File: config.mk
export PLATFORM = sky130hd
export DESIGN_NAME = simple_ram_flat
export DESIGN_NICKNAME = d
export VERILOG_FILES = /design/src/rtl/simple_ram_if.sv /design/src/rtl/simple_ram.sv /design/src/flat_wrapper.sv
export SDC_FILE = /design/constraint.sdc
export NUM_CORES = 1
export LEC_CHECK = 0
export CORE_UTILIZATION = 55
export DETAILED_ROUTE_END_ITERATION = 10
export PLACE_DENSITY = 0.72
export SLEW_MARGIN = 25
export SYNTH_ARGS = -nofsm -noshare
export SYNTH_HDL_FRONTEND = slang
export SYNTH_SLANG_ARGS = --single-unit
File: constraint.sdc
create_clock -name clk -period 1.8 [get_ports clk]
set_input_delay 0.36 -clock clk [delete_from_list [all_inputs] [get_ports clk]]
set_output_delay 0.36 -clock clk [all_outputs]
set_load 0.05 [all_outputs]
File: src/rtl/simple_ram_if.sv
// Bus between a requester and simple_ram: write data, word address, write strobe and registered read data.
// One operation per clk cycle; there is no handshake, so neither side can stall the other.
interface simple_ram_if #(
    parameter int DATA_WIDTH = 32,
    parameter int ADDR_WIDTH = 5
);
    logic [DATA_WIDTH-1:0] data;
    logic [ADDR_WIDTH-1:0] addr;
    logic                  wr;
    logic [DATA_WIDTH-1:0] q;

    modport master (output data, output addr, output wr, input q);
    modport slave  (input data, input addr, input wr, output q);
endinterface

File: src/rtl/simple_ram.sv
// Single-port write-first RAM with a registered read port; SIMPLE_RAM_CLEAR_ON_RESET_EN also clears memory in reset.
// Read latency 1 cycle; no backpressure, one operation accepted every cycle.
module simple_ram #(
    parameter int DATA_WIDTH = 32,
    parameter int ADDR_WIDTH = 5
) (
    input  logic         clk,
    input  logic         rst_n,
    simple_ram_if.slave  bus
);
    localparam int DEPTH = 1 << ADDR_WIDTH;

    logic [DATA_WIDTH-1:0] mem_q [DEPTH];
    logic [DATA_WIDTH-1:0] rd_d;
    logic [DATA_WIDTH-1:0] rd_q;
    logic                  wr_en;

    // An edge that arrives while reset is held must not commit a write.
    always_comb begin
        wr_en = bus.wr & rst_n;
        rd_d  = bus.wr ? bus.data : mem_q[bus.addr];
    end

    always_ff @(posedge clk or negedge rst_n) begin
        if (!rst_n) begin
            rd_q <= '0;
        end else begin
            rd_q <= rd_d;
        end
    end

`ifdef SIMPLE_RAM_CLEAR_ON_RESET_EN
    always_ff @(posedge clk or negedge rst_n) begin
        if (!rst_n) begin
            for (int i = 0; i < DEPTH; i++) begin
                mem_q[i] <= '0;
            end
        end else if (wr_en) begin
            mem_q[bus.addr] <= bus.data;
        end
    end
`else
    // No reset on the array so it can map onto block RAM.
    always_ff @(posedge clk) begin
        if (wr_en) begin
            mem_q[bus.addr] <= bus.data;
        end
    end
`endif

    assign bus.q = rd_q;
endmodule

File: src/flat_wrapper.sv
// flat-port wrapper written by rule: the top's interface ports become plain ports
module simple_ram_flat 
#(
    parameter int DATA_WIDTH = 32,
    parameter int ADDR_WIDTH = 5
)
  (clk, rst_n, bus_data, bus_addr, bus_wr, bus_q);
  simple_ram_if #(.DATA_WIDTH(DATA_WIDTH), .ADDR_WIDTH(ADDR_WIDTH)) bus_i ();
  input  logic clk;
  input  logic rst_n;
  input wire logic [$bits(bus_i.data)-1:0] bus_data;
  input wire logic [$bits(bus_i.addr)-1:0] bus_addr;
  input wire logic [$bits(bus_i.wr)-1:0] bus_wr;
  output wire logic [$bits(bus_i.q)-1:0] bus_q;
  assign bus_i.data = bus_data;
  assign bus_i.addr = bus_addr;
  assign bus_i.wr = bus_wr;
  assign bus_q = bus_i.q;
  simple_ram #(.DATA_WIDTH(DATA_WIDTH), .ADDR_WIDTH(ADDR_WIDTH)) u_core (.clk(clk), .rst_n(rst_n), .bus(bus_i));
endmodule
==> impl_metrics.toml, run 1 <==
[status]
outcome = "complete, but fails checks"
violations_in_the_final_reports = "setup timing"

[clock_network]
worstSkewPairLatency_ns = 0.68
cts_tree = "done"
ctsLongestPathBuffers = 3
clk_pin_slew_worst_paths_ns = 0.06
clock-root-buffer = "clkbuf_16"
htree_num_levels = 3
numCtsBuffers = 99
numClockSinks = 1056

[sta]
headroom_to_the_max_slew_limit_pct = 68.46
setup_slack_ns = -0.04793
setup_viol = 2
maximum_clock_frequency_ghz = 0.5411
setup_repair_after_global_routing_missed_its_margin = "true"
final.setup_skew_ns = 0.02688
report.final.hold_viol_count = 0
min_period_ns = 1.848
timing.final.max_slew_violations = 0
min_period_over_period_pct = 102.7
timing_worst_slew_pin_value_ns = 0.4716
timing.setup.tns_ns = -0.06704

[placement]
post_dp_cell_area_um2 = 45210
post-dp-hpwl_mm = 64.41
gp_routability_congestion = 0.8642
portBuffers = 71

[power]
peakVddDrop_v = 0.0009675
static-leakage-power_nw = 16.10
power_density_nw_per_um2 = 1059
total_power_mw = 51.78

[synth]
synth.cell_area_um2 = 40080
ys_ff_latch = 1056
synth-main-ff-cell = "edfxtp_1"
count_of_cell_types_in_the_netlist = 44
cell_count_after_synthesis = 1785
async_reset_ff_share_pct = 3.030
seq_area_frac_synth_pct = 78.71
postSynthNetCount = 1825
synth-edff-count = 1024
synth.yosys.warnings = 0
synth.avg_cell_area_um2 = 22.46

[worst_hold_path]
timing.hold.worst.class = "in2async"

[global_route]
gr-total-overflow = 0
grt_start_max_net_pins = 49
global_route_wire_length_before_repair_mm = 151.9
grt_antenna_before_repair = 3
groute.usage.overall_pct = 29.28
grt_pass1_vias = 21643

[worst_setup_path]
critical_path_class = "reg2reg"
critPathMaxFanout = 1
worstSetupPathDepth = 4
timing.critical_path.cells = "mux4_2 -> a22o_1 -> a2111oi_4 -> a32oi_1"
critical_path_buf_inv_count = 0
setup.worst_path.end_class = "register"
cp_top_delay_family = "compound AO/OA/AOI/OAI gates"
critical_path_arrival_ns = 2.39
critPathRequiredTime_ns = 2.34
timing.critical_path.from_type = "register"
critPathMaxStageDelay_ns = 0.49
rr_worst_depth = 4
crit_path_top_delay_cell = "mux4_2"

[floorplan]
design.die.area_um2 = 73960
height_of_the_chip_um = 272.0
placement_rows = 98
die_w_um = 272.0
start_util_pct = 55.78
ios = 72
core-area_um2 = 71850

[final_layout]
filler_cell_count = 4359
drive_gt1_share_pct = 33.39
synthToLayoutAreaGrowth_pct = 22.04
layout_utilization_pct = 68.08
final_net_count = 2207
final_area_um2 = 48920

[route]
routed_wire_length_per_instance_um = 33.48
post_route_drc_violation_count = 0
detailroute.via_count = 21287
detail_route.iter0.violations = 2750
mean_number_of_vias_per_cell = 6.646
finalWirelength_mm = 107.2
detail-route-antenna-nets = 0
drt_first_pass_iters = 5

[job]
max-cap-violations = 0
synth_stat cells, types with 2 or more instances:
| cell | n | area (µm²) |
|---|---|---|
| buf_4 | 17 | 127.6 |
| or3_1 | 2 | 12.51 |
| a22o_1 | 25 | 219.0 |
| nand3_1 | 3 | 15.01 |
| nand2_1 | 12 | 45.04 |
| a2111oi_1 | 18 | 180.2 |
| buf_6 | 11 | 123.9 |
| a32oi_1 | 27 | 236.5 |
| and3b_1 | 2 | 17.52 |
| nand3b_1 | 4 | 30.03 |
| nand2b_1 | 2 | 12.51 |
| mux4_1 | 22 | 578.1 |
| nor2_1 | 54 | 202.7 |
| nor4_1 | 7 | 43.79 |
| buf_2 | 17 | 85.08 |
| nor2b_1 | 6 | 37.54 |
| nor3_1 | 5 | 25.02 |
| buf_12 | 3 | 60.06 |
| mux2_2 | 5 | 56.30 |
| buf_1 | 4 | 15.01 |
| nor3b_2 | 3 | 37.54 |
| edfxtp_1 | 1024 | 30750 |
| nand4b_1 | 5 | 43.79 |
| mux2i_1 | 95 | 950.9 |
| a2111oi_0 | 4 | 35.03 |
| clkbuf_1 | 45 | 168.9 |
| o22ai_1 | 35 | 219.0 |
| mux4_2 | 187 | 4212 |
| inv_1 | 27 | 101.4 |
| a41oi_1 | 6 | 52.55 |
| dfrtp_1 | 32 | 800.8 |
| o21bai_1 | 2 | 15.01 |
| nand4_1 | 2 | 12.51 |
| a211oi_1 | 7 | 52.55 |
| nor3b_1 | 2 | 15.01 |
| a22oi_1 | 55 | 412.9 |
worst reg2reg max path, stage by stage, from the launching register on:
cell and delay (ns):
edfxtp_1 0.39, mux4_2 0.50, a22o_1 0.32, a2111oi_4 0.36, a32oi_1 0.15
kinds of logic (layout without fill, tap and decap cells):
kind of cell,Yosys count,after routing,synth area share (%)
other cells,0,1,0
compound gates,183,183,3.643
mux,309,309,14.46
flops,1056,1056,78.71
buf+inv,124,591,1.701
simple gates,113,113,1.480
power breakdown:
part           switching [mW]  internal (mW)
combinational            1.89           1.36
sequential              0.130           27.2
clock                    9.03           12.2
through the flow:
stage          instances  worst slack (ns)  hold slack [ns]
5_1_grt             3203          -0.05840           0.3650
3_5_place_dp        3012           -0.8977           0.4239
4_1_cts             3200          -0.02059           0.3471
2_1_floorplan       1785            -1.079          0.06441
3_3_place_gp        3012           -0.8519           0.4246
6_report            3203          -0.04793           0.3781
per-layer routing:
metal	vias to the layer above	track usage, %	wire length (µm)
met4	2	12.14	4522
met1	11151	38.01	38910
met2	1424	48.36	53740
met3	282	6.471	10060
met5	-	0	11
li1	8428	-	-
layout make-up:
| type | count | area, µm² | share of cell area [%] |
|---|---|---|---|
| Clock inverter | 62 | 698.2 | 1.427 |
| Timing Repair Buffer | 378 | 4293 | 8.776 |
| Inverter | 27 | 101.3 | 0.2072 |
| Antenna cell | 1 | 2.502 | 0.005115 |
| Multi-Input combinational cell | 605 | 8479 | 17.33 |
| Tap cell | 950 | 1189 | 2.430 |
| Sequential cell | 1056 | 31550 | 64.50 |
| Clock buffer | 124 | 2603 | 5.320 |
flip-flops by register name, summed over array words and instances (netlist names):
register      count
u_core.bus.q     32
u_core.mem_q   1024
cells in the final DEF (no fill, tap or decap), types with 4 or more instances in the layout:
cell                n
a2111oi_2           6
a2111oi_4          16
a211oi_1            7
a22o_1             25
a22oi_1            55
a32oi_1            25
a41oi_1             6
buf_12            108
buf_4             227
bufinv_16          13
clkbuf_1           23
clkbuf_16         100
clkdlybuf4s50_1    34
clkinv_1           22
clkinv_2           17
dfrtp_1            30
edfxtp_1         1024
inv_1              27
mux2_2              5
mux2i_1            95
mux4_1             18
mux4_2            191
nand2_1            11
nand3b_1            4
nand4b_1            5
nor2_1             20
nor2_4             33
nor2b_1             6
nor3_1              5
nor3b_4             4
nor4_1              7
o22ai_1            31
o22ai_2             4
what timing repair did:
action | in CTS | in global routing
cloned | 0 | 0
hold buffers | 2 | 0
endpoints found under the setup margin | 21 | 216
pin swaps | 17 | 28
endpoints found under the hold margin | 32 | 0
resized for setup | 31 | 27
setup buffers | 0 | 2
worst paths after layout:
kind | from | to | slack, ns
hold reg to reg | u_core.mem_q[27][24] | u_core.bus.q[24] | 0.77
max in group asynchronous | rst_n | u_core.bus.q[11] | 0.86
setup reg to reg | u_core.mem_q[27][27] | u_core.bus.q[27] | -0.05
min in group clk | bus_data[21] | u_core.bus.q[21] | 0.49
setup / recovery | u_core.mem_q[27][27] | u_core.bus.q[27] | -0.05
hold / removal | rst_n | u_core.bus.q[14] | 0.38
Power figures use the tool's default switching activity.
==> run 2: changes to the inputs <==
CORE_UTILIZATION = 30   (was 55)
PLACE_DENSITY = unset   (was 0.72)
==> run 2 against run 1 <==
- the flow now finishes without violations
- sequential cell count stayed put
- register-to-register slack better by 0.098 ns
- clock-buffer cell count is 12 higher
- fmax is 2.9% higher
- largest cell class unchanged
- first-iteration DRC count is 21% lower
- cell area is 2.1% higher
- clock power is 3% higher
- total power is 0.96% higher
- largest power group unchanged
- via count is 5.5% lower
==> impl_metrics.toml, run 2 (same netlist as run 1, synthesis figures left out) <==
[final_layout]
layout_utilization_pct = 37.84
largest_register_ff_count = 1024
synthToLayoutAreaGrowth_pct = 24.58
most_common_cell_after_layout_fill_and_taps_aside = "edfxtp_1"
drive_gt1_share_pct = 33.65
stdcell_count = 3993
largest-register = "u_core.mem_q"
final_net_count = 2187
filler_cell_count = 11701
insertedDiodeCount = 0
final_cell_mix = "edfxtp_1, buf_4, mux4_2, buf_12, clkbuf_16"

[clock_network]
worstSkewPairLatency_ns = 0.70
ctsLongestPathBuffers = 3
htree_num_levels = 3
numClockSinks = 1056
cts_tree = "done"
clk_pin_slew_worst_paths_ns = 0.06
numCtsBuffers = 105
clock-root-buffer = "clkbuf_16"

[route]
detail-route-antenna-nets = 0
detail_route.iter0.violations = 2178
finalWirelength_mm = 107.9
post_route_drc_violation_count = 0
detailroute.via_count = 20120
routed_wire_length_per_instance_um = 27.02
drt_first_pass_iters = 5
mean_number_of_vias_per_cell = 5.039

[placement]
portBuffers = 71
gp_routability_congestion = 0.8155
numPlacedInstances = 3794
post-dp-hpwl_mm = 66.98

[worst_setup_path]
critical_path_class = "in2reg"
timing.critical_path.from_type = "input port"
setup.worst_path.end_class = "register"
critPathMaxFanout = 9
critPathRequiredTime_ns = 2.37
critical_path_arrival_ns = 2.37

[floorplan]
die_w_um = 367.5
placement_rows = 133
start_util_pct = 30.37
height_of_the_chip_um = 367.5
ios = 72
core-area_um2 = 132000
design.die.area_um2 = 135100

[global_route]
gr-total-overflow = 0
grt_start_max_net_pins = 38
groute.layer.met3.usage_pct = 3.010
global_route_wire_length_before_repair_mm = 152.5
grt_use_met1_pct = 21.52
groute.usage.overall_pct = 15.79
grt_use_met2_pct = 25.61
globalRoute.busiestLayer = "met2"
grt_antenna_before_repair = 6
grt_pass1_vias = 20690

[worst_hold_path]
timing.hold.worst.class = "in2async"

[sta]
maximum_clock_frequency_ghz = 0.5567
timing.final.max_slew_violations = 0
timing.setup.tns_ns = 0
final.setup_skew_ns = 0.04050
setup_viol = 0
min_period_over_period_pct = 99.80
min_period_ns = 1.796
headroom_to_the_max_slew_limit_pct = 49.09
report.final.hold_viol_count = 0
timing_worst_slew_pin_value_ns = 0.7637

[power]
static-leakage-power_nw = 16.06
power_density_nw_per_um2 = 1047
peakVddDrop_v = 0.0008746

[job]
max-cap-violations = 0

[status]
outcome = "finished clean"
==> run 2: changes by cell type in the layout (fill, tap and decap cells not counted), sizes merged <==
cell,change
clkbuf,+12
clkinvlp,-1
clkinv,+3
diode,-1
buf,-24
inv,+2
bufinv,-4
dlygate4sd3,-2
==> run 2: final timing paths <==
kind                                 startpoint          endpoint  slack (ns)  depth (start not counted)
hold / removal                            rst_n  u_core.bus.q[21]        0.13                          3
hold reg to reg            u_core.mem_q[22][18]  u_core.bus.q[18]        0.77                          4
setup / recovery                    bus_addr[3]   u_core.bus.q[1]       0.004                          8
min in group clk                         bus_wr   u_core.bus.q[6]        0.15                          3
setup reg to reg           u_core.mem_q[27][25]  u_core.bus.q[25]        0.05                          4
max in group asynchronous                 rst_n  u_core.bus.q[10]        1.10                          3
==> run 2: stage by stage <==
step,power (mW),worst slack [ns],hold slack [ns],area (µm²)
after floorplan,29.31,-1.079,0.06441,40340
after global placement,30.85,-0.8437,0.7335,46120
after detailed placement,30.91,-0.8355,0.7579,46120
after CTS,52.67,0.0004214,0.04763,49790
after global routing,53.76,-0.07046,0.1179,49940
final,52.28,0.003617,0.1331,49940
==> run 2: per-layer routing <==
layer	share of wire [%]	up-vias
met1	42	10786
met4	2.5	10
met5	0.064	-
met3	7.2	158
li1	-	8361
met2	49	805
==> run 2: worst max-delay path, stage by stage <==
cell	delay, ns
clkdlybuf4s50_1	0.45
buf_12	0.17
buf_4	0.14
or4bb_1	0.47
buf_4	0.20
nor2_1	0.16
nor4_2	0.08
a32oi_2	0.32
==> run 2: report_power, final <==
part / internal (mW) / switching [mW] / total, mW
Clock: 12.5 / 9.34 / 21.8
Sequential: 27.2 / 0.144 / 27.3
Combinational: 1.32 / 1.81 / 3.13
==> run 2: cell type report <==
| type | instances | area [µm²] | share of cell area (%) |
|---|---|---|---|
| clock buffer | 136 | 2824 | 5.655 |
| inverter | 27 | 101.3 | 0.2030 |
| tap | 1755 | 2196 | 4.397 |
| timing repair buffer | 352 | 4188 | 8.386 |
| sequential | 1056 | 31560 | 63.21 |
| clock inverter | 62 | 670.6 | 1.343 |
| multi-input combinational | 605 | 8392 | 16.81 |
==> run 2: what timing repair did <==
item	4_1_cts	5_1_grt
setup endpoints to repair	26	89
resized for setup	41	26
gates cloned	0	0
pin swaps	7	14
hold buffers	0	0
setup buffers	0	1
==> run 3: changes to the inputs <==
GPL_TIMING_DRIVEN = 0   (was unset)
==> run 3 against run 2 <==
- the run now ends with setup timing left
- total power rose by 0.32%
- clock skew shrank 0.00090 ns
- sequential share of layout area down 0.31 points
- critical endpoint is now u_core.bus.q[27]
==> impl_metrics.toml, run 3 (same netlist as run 1, synthesis figures left out) <==
[floorplan]
design.die.area_um2 = 135100
die_w_um = 367.5
placement_rows = 133
core-area_um2 = 132000
height_of_the_chip_um = 367.5
ios = 72
start_util_pct = 30.37

[global_route]
grt_antenna_before_repair = 7
grt_pass1_vias = 21149
gr-total-overflow = 0
grt_start_max_net_pins = 34
global_route_wire_length_before_repair_mm = 155.9
groute.usage.overall_pct = 16.16

[power]
power_density_nw_per_um2 = 1046
peakVddDrop_v = 0.0007233
power_frac_seq_pct = 52.0
static-leakage-power_nw = 16.02
power_internal_mw = 41.06
clock_power_share_pct = 41.8
total_power_mw = 52.45
power_switching_share_pct = 21.71
p_comb_share_pct = 6.3
power.net_switching_mw = 11.39

[final_layout]
largest-register = "u_core.mem_q"
most_common_cell_after_layout_fill_and_taps_aside = "edfxtp_1"
synthToLayoutAreaGrowth_pct = 25.14
final_net_count = 2162
stdcell_count = 3964
drive_gt1_share_pct = 36.22
insertedDiodeCount = 0
final_cell_mix = "edfxtp_1, mux4_2, clkbuf_16, buf_4, mux2i_1"
largest_register_ff_count = 1024

[status]
violations_in_the_final_reports = "setup timing"
outcome = "complete, but fails checks"

[sta]
min_period_ns = 2.015
setup_slack_ns = -0.2150
headroom_to_the_max_slew_limit_pct = 38.32
setup_viol = 50
timing_worst_slew_pin_value_ns = 0.9251
setup_repair_after_global_routing_missed_its_margin = "true"
maximum_clock_frequency_ghz = 0.4963
final.setup_skew_ns = 0.03960
report.final.hold_viol_count = 0
timing.final.max_slew_violations = 0
min_period_over_period_pct = 111.9

[worst_hold_path]
timing.hold.worst.class = "in2reg"

[clock_network]
clk_pin_slew_worst_paths_ns = 0.06
cts_tree = "done"
worstSkewPairLatency_ns = 0.69
clock-root-buffer = "clkbuf_16"
numCtsBuffers = 103
numClockSinks = 1056
htree_num_levels = 3
ctsLongestPathBuffers = 3

[placement]
place_ws_ns = -3.342
gp_routability_congestion = 0.8009
post-dp-hpwl_mm = 72.06
numPlacedInstances = 3667
portBuffers = 68

[worst_setup_path]
critPathRequiredTime_ns = 2.33
setup.worst_path.end_class = "register"
critical_path_arrival_ns = 2.55
timing.critical_path.from_type = "register"
critical_path_class = "reg2reg"
critPathMaxFanout = 1
rrSetupSlack_ns = -0.21

[route]
routed_wire_length_per_instance_um = 28.11
finalWirelength_mm = 111.4
detailroute.via_count = 20627
drt_first_pass_iters = 5
post_route_drc_violation_count = 0
detail-route-antenna-nets = 0
detail_route.iter0.violations = 2720
mean_number_of_vias_per_cell = 5.204

[job]
max-cap-violations = 0
run 3: final timing paths:
kind | from | to | depth (start not counted)
max | u_core.mem_q[27][27] | u_core.bus.q[27] | 4
min | bus_data[4] | u_core.mem_q[11][4] | 1
max reg2reg | u_core.mem_q[27][27] | u_core.bus.q[27] | 4
min reg2reg | u_core.mem_q[22][22] | u_core.bus.q[22] | 4
max in group asynchronous | rst_n | u_core.bus.q[6] | 3
min in group asynchronous | rst_n | u_core.bus.q[30] | 3
run 3: final cells by class:
class,instances,area (µm²)
clock buffer,127,2688
timing repair buffer,235,3003
sequential,1056,31550
fill,11544,81810
buffer,94,930.9
clock inverter,65,742.0
inverter,27,105.1
multi-input combinational,605,8942
tap,1755,2196
run 3: per-stage QoR:
stage | area [µm²] | utilization, % | hold WS, ns | TNS [ns]
final | 50160 | 38.01 | 0.1905 | -2.404
after floorplan | 40340 | - | 0.06441 | -824.86
after CTS | 49810 | 37.74 | 0.2034 | -4.908
after global routing | 50160 | 38.01 | 0.1886 | -2.936
after detailed placement | 44700 | 33.87 | 0.4187 | -2577.46
after global placement | 43220 | 32.75 | 0.8938 | -3839.57
run 3: power by group through the flow:
stage / Sequential, mW / Clock [mW] / Combinational [mW]
CTS: 27.3 / 22.2 / 3.21
floorplan: 28.0 / 0 / 1.26
detailed placement: 27.8 / 0 / 2.91
global placement: 27.8 / 0 / 2.80
global route: 27.3 / 23.1 / 3.41
finish: 27.3 / 21.9 / 3.28
run 3: repair_timing:
action / in CTS / in global routing
hold buffers: 2 / 0
setup buffers: 76 / 29
endpoints found under the setup margin: 1088 / 483
gates resized for setup: 330 / 64
pin swaps: 86 / 33
cloned: 0 / 2
endpoints found under the hold margin: 32 / 0
run 3: critical path: stages, from the launching register on:
cell and delay (ns):
edfxtp_1 0.36, mux4_2 0.50, a22o_4 0.29, a2111oi_4 0.53, a32oi_2 0.20
run 3: layer usage:
metal	GRT usage [%]	vias to the layer above	share of wire (%)
met4	5.905	6	3.7
met3	3.899	219	9.4
met2	25.74	1111	47
met5	0	-	0.036
li1	-	8315	-
met1	21.42	10976	39
